$ cat config.mk
export PLATFORM = sky130hd
export DESIGN_NAME = xor_up_absorb_flat
export DESIGN_NICKNAME = d
export VERILOG_FILES = /design/src/rtl/ascon_pack.sv /design/src/rtl/xor_up_absorb_if.sv /design/src/rtl/xor_up_absorb.sv /design/src/flat_wrapper.sv
export SDC_FILE = /design/constraint.sdc
export NUM_CORES = 1
export LEC_CHECK = 0
export BUFFER_PORTS_ARGS = -buffer_cell sky130_fd_sc_hd__buf_2
export CAP_MARGIN = 20
export CORE_AREA = 2 2 353 355
export CTS_BUF_LIST = sky130_fd_sc_hd__clkbuf_8
export DETAILED_ROUTE_END_ITERATION = 8
export DIE_AREA = 0 0 355 357
export PLACE_DENSITY = 0.35
export SKIP_LAST_GASP = 1
export SYNTH_ARGS = -nofsm -noshare
export SYNTH_HDL_FRONTEND = slang
export SYNTH_SLANG_ARGS = --single-unit
$ cat constraint.sdc
create_clock -name clock_i -period 16.3 [get_ports clock_i]
set_clock_uncertainty 0.15 [all_clocks]
set_input_delay 4.075 -clock clock_i [delete_from_list [all_inputs] [get_ports clock_i]]
set_output_delay 4.075 -clock clock_i [all_outputs]
set_load 0.005 [all_outputs]
$ cat src/rtl/ascon_pack.sv
// Shared Ascon datapath types.
// type_state holds the 320-bit permutation state as five 64-bit words.
// Word 0 is the rate word; words 1-2 receive the key before finalization.
package ascon_pack;
  typedef logic [4:0][63:0] type_state;
endpackage

$ cat src/rtl/xor_up_absorb_if.sv
// Plaintext-in / ciphertext-out beat bus of the absorb stage.
// slave: absorb stage (consumes data beats, produces cipher beats).
// master: producer of plaintext and consumer of ciphertext.
interface xor_up_absorb_if;
  logic [63:0] data_i;
  logic [3:0]  data_bytes_i;
  logic        data_last_i;
  logic        data_valid_i;
  logic        data_ready_o;
  logic [63:0] cipher_o;
  logic [3:0]  cipher_bytes_o;
  logic        cipher_valid_o;
  logic        cipher_ready_i;

  modport slave (
    input  data_i, data_bytes_i, data_last_i, data_valid_i, cipher_ready_i,
    output data_ready_o, cipher_o, cipher_bytes_o, cipher_valid_o
  );

  modport master (
    output data_i, data_bytes_i, data_last_i, data_valid_i, cipher_ready_i,
    input  data_ready_o, cipher_o, cipher_bytes_o, cipher_valid_o
  );
endinterface

$ cat src/rtl/xor_up_absorb.sv
// Ascon-128 upstream absorb stage: owns the 320-bit state, XORs padded 64-bit
// plaintext beats into word 0, emits cipher beats, sequences pad/key/final perms.
// Latency: beat -> cipher/state one cycle. Backpressure: a held cipher beat stalls
// data acceptance only; permutation flow continues. Optional macro: XOR_UP_DECRYPT_EN.
module xor_up_absorb
  import ascon_pack::*;
(
  input  logic         clock_i,
  input  logic         reset_i,
  input  logic         init_i,
`ifdef XOR_UP_DECRYPT_EN
  input  logic         decrypt_i,
`endif
  input  type_state    state_i,
  output type_state    state_o,
  input  logic [127:0] key_i,
  xor_up_absorb_if.slave bus,
  output logic         perm_start_o,
  input  logic         perm_done_i,
  output logic         done_o
);

  typedef enum logic [2:0] {
    S_IDLE, S_ABSORB, S_WAIT_PERM, S_PAD, S_FINAL, S_WAIT_FIN
  } fsm_t;

  fsm_t        fsm_q, fsm_d;
  fsm_t        ret_q, ret_d;
  type_state   state_q;
  logic        start_d;
  logic        done_d;
  logic        accept;
  logic [3:0]  n;
  logic [6:0]  mask_sh;
  logic [6:0]  pad_sh;
  logic [63:0] mask;
  logic [63:0] pad;
  logic [63:0] w0_next;
  logic [63:0] cipher_next;

`ifdef XOR_UP_DECRYPT_EN
  logic        decrypt_q;
`endif

  assign state_o = state_q;
  assign bus.data_ready_o = (fsm_q == S_ABSORB) & (~bus.cipher_valid_o | bus.cipher_ready_i);
  assign accept = bus.data_valid_i & bus.data_ready_o;

  // Byte count of the beat, padding mask and 0x80 pad byte placement.
  always_comb begin
    n = 4'd8;
    if (bus.data_last_i)
      n = (bus.data_bytes_i > 4'd8) ? 4'd8 : bus.data_bytes_i;
    // Byte 0 sits in the MSBs, so the kept bytes are the top n bytes.
    mask_sh = {(4'd8 - n), 3'b000};
    pad_sh  = {(4'd7 - n), 3'b000};
    mask    = {64{1'b1}} << mask_sh;
    pad     = (n < 4'd8) ? (64'h80 << pad_sh) : 64'h0;
    cipher_next = (state_q[0] ^ bus.data_i) & mask;
`ifdef XOR_UP_DECRYPT_EN
    if (decrypt_q)
      w0_next = ((bus.data_i & mask) | (state_q[0] & ~mask)) ^ pad;
    else
      w0_next = state_q[0] ^ ((bus.data_i & mask) | pad);
`else
    w0_next = state_q[0] ^ ((bus.data_i & mask) | pad);
`endif
  end

  // Control FSM state register and permutation return target.
  always_ff @(posedge clock_i or posedge reset_i) begin
    if (reset_i) begin
      fsm_q <= S_IDLE;
      ret_q <= S_ABSORB;
    end else begin
      fsm_q <= fsm_d;
      ret_q <= ret_d;
    end
  end

  // Next-state decode plus the one-cycle perm request / done strobes.
  always_comb begin
    fsm_d   = fsm_q;
    ret_d   = ret_q;
    start_d = 1'b0;
    done_d  = 1'b0;
    case (fsm_q)
      S_IDLE: begin
        if (init_i) fsm_d = S_ABSORB;
      end
      S_ABSORB: begin
        if (accept) begin
          if (!bus.data_last_i) begin
            fsm_d   = S_WAIT_PERM;
            ret_d   = S_ABSORB;
            start_d = 1'b1;
          end else if (n == 4'd8) begin
            // A full final block still needs the separate padding block.
            fsm_d   = S_WAIT_PERM;
            ret_d   = S_PAD;
            start_d = 1'b1;
          end else begin
            fsm_d = S_FINAL;
          end
        end
      end
      S_WAIT_PERM: begin
        if (perm_done_i) fsm_d = ret_q;
      end
      S_PAD: begin
        fsm_d = S_FINAL;
      end
      S_FINAL: begin
        start_d = 1'b1;
        fsm_d   = S_WAIT_FIN;
      end
      S_WAIT_FIN: begin
        if (perm_done_i) begin
          done_d = 1'b1;
          fsm_d  = S_IDLE;
        end
      end
      default: fsm_d = S_IDLE;
    endcase
  end

  // State register updates: load, absorb, pad, key XOR and perm results.
  always_ff @(posedge clock_i or posedge reset_i) begin
    if (reset_i) begin
      state_q      <= '0;
      perm_start_o <= 1'b0;
      done_o       <= 1'b0;
`ifdef XOR_UP_DECRYPT_EN
      decrypt_q    <= 1'b0;
`endif
    end else begin
      perm_start_o <= start_d;
      done_o       <= done_d;
      case (fsm_q)
        S_IDLE: begin
          if (init_i) begin
            state_q <= state_i;
`ifdef XOR_UP_DECRYPT_EN
            decrypt_q <= decrypt_i;
`endif
          end
        end
        S_ABSORB: begin
          if (accept) state_q[0] <= w0_next;
        end
        S_WAIT_PERM, S_WAIT_FIN: begin
          if (perm_done_i) state_q <= state_i;
        end
        S_PAD: begin
          state_q[0] <= state_q[0] ^ 64'h8000_0000_0000_0000;
        end
        S_FINAL: begin
          state_q[1] <= state_q[1] ^ key_i[127:64];
          state_q[2] <= state_q[2] ^ key_i[63:0];
        end
        default: ;
      endcase
    end
  end

  // Cipher output beat: a new load wins over a simultaneous drain.
  always_ff @(posedge clock_i or posedge reset_i) begin
    if (reset_i) begin
      bus.cipher_o       <= '0;
      bus.cipher_bytes_o <= '0;
      bus.cipher_valid_o <= 1'b0;
    end else if (accept && (n != 4'd0)) begin
      bus.cipher_o       <= cipher_next;
      bus.cipher_bytes_o <= n;
      bus.cipher_valid_o <= 1'b1;
    end else if (bus.cipher_ready_i) begin
      bus.cipher_valid_o <= 1'b0;
    end
  end

endmodule

$ cat src/flat_wrapper.sv
// flat-port wrapper written by rule: the top's interface ports become plain ports
module xor_up_absorb_flat import ascon_pack::*;
  (clock_i, reset_i, init_i, state_i, state_o, key_i, perm_start_o, perm_done_i, done_o, bus_data_i, bus_data_bytes_i, bus_data_last_i, bus_data_valid_i, bus_cipher_ready_i, bus_data_ready_o, bus_cipher_o, bus_cipher_bytes_o, bus_cipher_valid_o);
  xor_up_absorb_if bus_i ();
  input  logic clock_i;
  input  logic reset_i;
  input  logic init_i;
  input  type_state state_i;
  output type_state state_o;
  input  logic [127:0] key_i;
  output logic perm_start_o;
  input  logic perm_done_i;
  output logic done_o;
  input wire logic [$bits(bus_i.data_i)-1:0] bus_data_i;
  input wire logic [$bits(bus_i.data_bytes_i)-1:0] bus_data_bytes_i;
  input wire logic [$bits(bus_i.data_last_i)-1:0] bus_data_last_i;
  input wire logic [$bits(bus_i.data_valid_i)-1:0] bus_data_valid_i;
  input wire logic [$bits(bus_i.cipher_ready_i)-1:0] bus_cipher_ready_i;
  output wire logic [$bits(bus_i.data_ready_o)-1:0] bus_data_ready_o;
  output wire logic [$bits(bus_i.cipher_o)-1:0] bus_cipher_o;
  output wire logic [$bits(bus_i.cipher_bytes_o)-1:0] bus_cipher_bytes_o;
  output wire logic [$bits(bus_i.cipher_valid_o)-1:0] bus_cipher_valid_o;
  assign bus_i.data_i = bus_data_i;
  assign bus_i.data_bytes_i = bus_data_bytes_i;
  assign bus_i.data_last_i = bus_data_last_i;
  assign bus_i.data_valid_i = bus_data_valid_i;
  assign bus_i.cipher_ready_i = bus_cipher_ready_i;
  assign bus_data_ready_o = bus_i.data_ready_o;
  assign bus_cipher_o = bus_i.cipher_o;
  assign bus_cipher_bytes_o = bus_i.cipher_bytes_o;
  assign bus_cipher_valid_o = bus_i.cipher_valid_o;
  xor_up_absorb u_core (.clock_i(clock_i), .reset_i(reset_i), .init_i(init_i), .state_i(state_i), .state_o(state_o), .key_i(key_i), .bus(bus_i), .perm_start_o(perm_start_o), .perm_done_i(perm_done_i), .done_o(done_o));
endmodule
==> parameters.txt <==
Parameter                              Value

Placement
  Total of buffers placed on input and output ports    914
  Placed Instance Area    0.02561 mm²
  Detailed-placement wirelength estimate    69550 µm
  Cell count after placement    4379
  Final weighted congestion in routability-driven placement    0.7722

Route
  Overall via count from detail_route    18540
  Number of vias per cell after detailed routing    4.082
  Drt pass-1 iters    5
  Detail Route met3 WL    6920 µm
  Count of unresolved DRC violations after routing    0
  Detailed-routing wirelength on met1    37420 µm
  Number of nets with antenna violations after detailed routing    0
  Met2 wirelength from detailed routing    46510 µm
  Average detailed-routed wire length per instance    20.46 µm
  Uppermost metal layer occupied by signal nets    met5
  Number of violations reported at the end of detailed-routing iteration 0    946
  Final wirelength    92950 µm

Synth
  Mean post-synth cell area    9.979 µm²
  Post-synth ARST share    100.0%
  Number of enable flip-flop cells after synthesis    0
  Sequential element share of the synthesized area    50.87%
  Post-Synthesis Cell Area    0.01943 mm²
  Top post-synthesis cells by area    sky130_fd_sc_hd__dfrtp_1, sky130_fd_sc_hd__o21ai_0, sky130_fd_sc_hd__mux2_2
  Area leader, netlist    sky130_fd_sc_hd__dfrtp_1
  Area share of the leading cell type in the synthesized netlist    50.87%
  Net Count, Synth    2478
  Register bit count reported by yosys    395
  Post-synthesis instance total    1947
  Yosys warns    0
  Number of distinct library cells after synthesis    60
  Dominant synthesized flop cell    sky130_fd_sc_hd__dfrtp_1

Setup path
  Count of buffering cells on the critical path with inverters included    2
  Cell Chain, Critical Path    buf_2, nor2b_1, nor2_1, buf_2
  Crit path capture    bus_data_ready_o
  Data required time of the critical path    12.08 ns
  Depth of the worst register-to-register path    5
  Launching point of the worst reg2reg path    u_core.fsm_q[0]
  Slowest stage cell, crit path    sky130_fd_sc_hd__nor2b_1
  Setup slack on the worst flop-to-flop path    12.48 ns
  Type of the setup path with the least slack    in2out
  Biggest fanout along the worst timing path    4
  Crit path largest cell delay    0.47 ns
  Source of the critical timing path    bus_cipher_ready_i
  Most numerous cell on the critical path    sky130_fd_sc_hd__buf_2
  Kind of capture point of the worst setup path    primary output
  Critical Path Source Type    primary input
  Data arrival time of the worst path    4.89 ns
  Cell family with the largest share of critical-path delay    simple AND/OR/NAND/NOR gates
  Worst reg2reg endpoint    u_core.bus.cipher_o[55]
  Critical Path Stages    4

STA
  Setup-failing EPs final    0
  Count of final hold-check violations    0
  Setup TNS    0 ns
  Crit share post-route    55.90%
  Slew at the pin with the worst max-slew slack    1.048 ns
  Remaining max-slew budget at the tightest pin    30.15%
  Max Clk Rate    0.1098 GHz
  Final slew viol count    0
  RSZ-0062 raised after global routing    no
  Minimum clock period    9.111 ns

CTS
  Number of clock sinks    395
  Count of cells resized by post-cts repair    0
  Insertion delay to the later sink of the worst-skew pair    0.72 ns
  Root Buffer Master    sky130_fd_sc_hd__clkbuf_8
  TritonCTS clock tree    yes
  Number of setup buffers added after CTS    0
  CTS Hold Buffers Added    0
  Register clock-pin slew on the reported worst setup and hold paths    0.06 ns
  H-tree levels    3
  Number of buffers created by CTS    85
  Maximum root-to-sink buffer count    3

Status
  Outcome    complete, no violations

Final layout
  Sequential cell area in the final layout    0.009884 mm²
  Area used by multi-input combinational logic    0.008288 mm²
  Fill count    13750
  Proportion of layout cells with a drive suffix above 1    42.54%
  Total Nets Final    3361
  Fin cells    4542
  Design Area, Final    0.02752 mm²
  Area added between synthesis and finish    41.61%

Floorplan
  Effective utilization at floorplan    15.80%
  Area of the core    0.1230 mm²
  Cell Rows    129
  Area of the die    0.1267 mm²
  # IOs    915
  Width of the die    355 µm
  Height of the die    357 µm

Power
  VDD IR-drop max    0.00008202 V
  Leak Pwr    12.80 nW
  Pwr/cell area    199.4 mW/mm²

Global route
  First-pass GRT wire length    130300 µm
  Total routing resource utilization after global routing    13.86%
  Number of antenna violations at the first check in global routing    25
  Total overflow reported by the global router    0
  Vias in the first global route    18240
  Largest net degree at the start of global routing    256

Hold path
  Worst min path class    reg2reg

Flow run
  Count of max-cap constraint violations    0
==> layout make-up <==
cell class	instances	area share, %
timing repair buffer	938	17.36
antenna	9	0.08185
clock buffer	114	5.702
clock inverter	39	1.114
multi-input combinational	1247	30.12
sequential	395	35.92
tap	1637	7.444
inverter	163	2.251
==> synth_stat cells, types with 2 or more instances <==
library cell,n
sky130_fd_sc_hd__a32oi_1,27
sky130_fd_sc_hd__o211ai_1,3
sky130_fd_sc_hd__dfrtp_1,395
sky130_fd_sc_hd__nor3_1,3
sky130_fd_sc_hd__a21boi_0,2
sky130_fd_sc_hd__a22o_1,2
sky130_fd_sc_hd__inv_1,163
sky130_fd_sc_hd__nor2_1,12
sky130_fd_sc_hd__or2_2,4
sky130_fd_sc_hd__a31oi_1,5
sky130_fd_sc_hd__o21ai_0,361
sky130_fd_sc_hd__buf_4,15
sky130_fd_sc_hd__nor3b_2,2
sky130_fd_sc_hd__o21ai_1,17
sky130_fd_sc_hd__buf_1,9
sky130_fd_sc_hd__a2111oi_2,2
sky130_fd_sc_hd__o2111ai_1,2
sky130_fd_sc_hd__nand2b_1,8
sky130_fd_sc_hd__a41oi_1,2
sky130_fd_sc_hd__a21boi_1,2
sky130_fd_sc_hd__nand2_2,4
sky130_fd_sc_hd__nand4_1,2
sky130_fd_sc_hd__o31ai_2,8
sky130_fd_sc_hd__a211oi_1,2
sky130_fd_sc_hd__nor3b_1,30
sky130_fd_sc_hd__nand2_1,93
sky130_fd_sc_hd__mux2i_1,2
sky130_fd_sc_hd__mux2_2,128
sky130_fd_sc_hd__a21oi_1,65
sky130_fd_sc_hd__nand3_1,140
sky130_fd_sc_hd__nor2b_1,5
sky130_fd_sc_hd__xnor2_1,64
sky130_fd_sc_hd__o221ai_1,2
sky130_fd_sc_hd__buf_6,14
sky130_fd_sc_hd__buf_2,10
sky130_fd_sc_hd__nor3_2,3
sky130_fd_sc_hd__o31ai_1,56
sky130_fd_sc_hd__ha_1,8
sky130_fd_sc_hd__nor4_1,3
sky130_fd_sc_hd__o22a_1,2
sky130_fd_sc_hd__a22oi_1,158
sky130_fd_sc_hd__clkbuf_1,94
==> worst min path at each step <==
stage	start	end	cells past startpoint
after floorplan	u_core.ret_q[1]	u_core.ret_q[1]	1
after global placement	u_core.bus.cipher_o[14]	u_core.bus.cipher_o[14]	2
after global routing	u_core.bus.cipher_o[6]	u_core.bus.cipher_o[6]	2
after detailed placement	u_core.bus.cipher_o[3]	u_core.bus.cipher_o[3]	2
after CTS	u_core.bus.cipher_o[3]	u_core.bus.cipher_o[3]	2
final	u_core.bus.cipher_o[3]	u_core.bus.cipher_o[3]	2
==> metal layers <==
layer | up-vias | global-route usage [%]
met5 | - | 0
met4 | 22 | 3.508
met3 | 140 | 4.867
met2 | 586 | 23.99
met1 | 8978 | 16.26
li1 | 8816 | -
==> sequential cells by signal (all words and copies together), names as in the netlist <==
| name | count |
|---|---|
| u_core.bus.cipher_valid_o | 1 |
| u_core.state_o | 320 |
| u_core.perm_start_o | 1 |
| u_core.bus.cipher_bytes_o | 4 |
| u_core.bus.cipher_o | 64 |
| u_core.ret_q | 1 |
| u_core.done_o | 1 |
| u_core.fsm_q | 3 |
==> logic make-up (layout without fill, tap and decap cells) <==
logic type | after synthesis | in the layout | synth area share [%]
adders and majority gates | 8 | 8 | 0.5152
buffers and inverters | 305 | 1254 | 6.787
and+or+nand+nor | 316 | 316 | 8.288
AOI/OAI and AO/OA | 728 | 728 | 23.07
muxes | 131 | 131 | 7.579
DFF | 395 | 395 | 50.87
other | 0 | 9 | 0
xor gates and xnor gates | 64 | 64 | 2.885
==> worst reg2reg max path: cells and delay by family, from the launching register on <==
family	cells	cell delay, ns
simple gates	1	0.65
buf+inv	2	1.45
flops	1	0.58
compound gates	2	0.84
==> stage by stage <==
stage | util (%) | setup slack (ns) | hold WS [ns] | power [mW]
after global routing | 22.36 | 7.133 | 0.3372 | 5.939
after detailed placement | 20.82 | 7.179 | 0.3113 | 4.360
final | 22.37 | 7.189 | 0.3173 | 5.487
after floorplan | - | 1.092 | 0.3051 | 3.191
after global placement | 20.82 | 7.142 | 0.3091 | 4.357
after CTS | 22.35 | 7.163 | 0.3256 | 5.624
==> report_power, final <==
group          internal [mW]  switching (mW)
Combinational           1.03            1.42
Clock                  0.678           0.530
Sequential              1.48           0.351
Total                   3.18            2.30
==> cells in the final DEF (no fill, tap or decap), types with 5 or more instances in the layout <==
cell type / count
sky130_fd_sc_hd__clkbuf_8: 114
sky130_fd_sc_hd__o31ai_1: 55
sky130_fd_sc_hd__inv_1: 182
sky130_fd_sc_hd__ha_1: 8
sky130_fd_sc_hd__a32oi_1: 27
sky130_fd_sc_hd__buf_2: 915
sky130_fd_sc_hd__nand2b_1: 7
sky130_fd_sc_hd__nor2_1: 11
sky130_fd_sc_hd__o21ai_1: 16
sky130_fd_sc_hd__dfrtp_1: 395
sky130_fd_sc_hd__mux2_2: 128
sky130_fd_sc_hd__diode_2: 9
sky130_fd_sc_hd__a31oi_1: 5
sky130_fd_sc_hd__nand3_1: 140
sky130_fd_sc_hd__o21ai_0: 361
sky130_fd_sc_hd__clkinv_2: 9
sky130_fd_sc_hd__nor3b_1: 30
sky130_fd_sc_hd__xnor2_1: 64
sky130_fd_sc_hd__a21oi_1: 65
sky130_fd_sc_hd__buf_4: 20
sky130_fd_sc_hd__o31ai_2: 8
sky130_fd_sc_hd__a22oi_1: 158
sky130_fd_sc_hd__nand2_1: 93
sky130_fd_sc_hd__nor2b_1: 5
(Power assumes the default switching activity.)
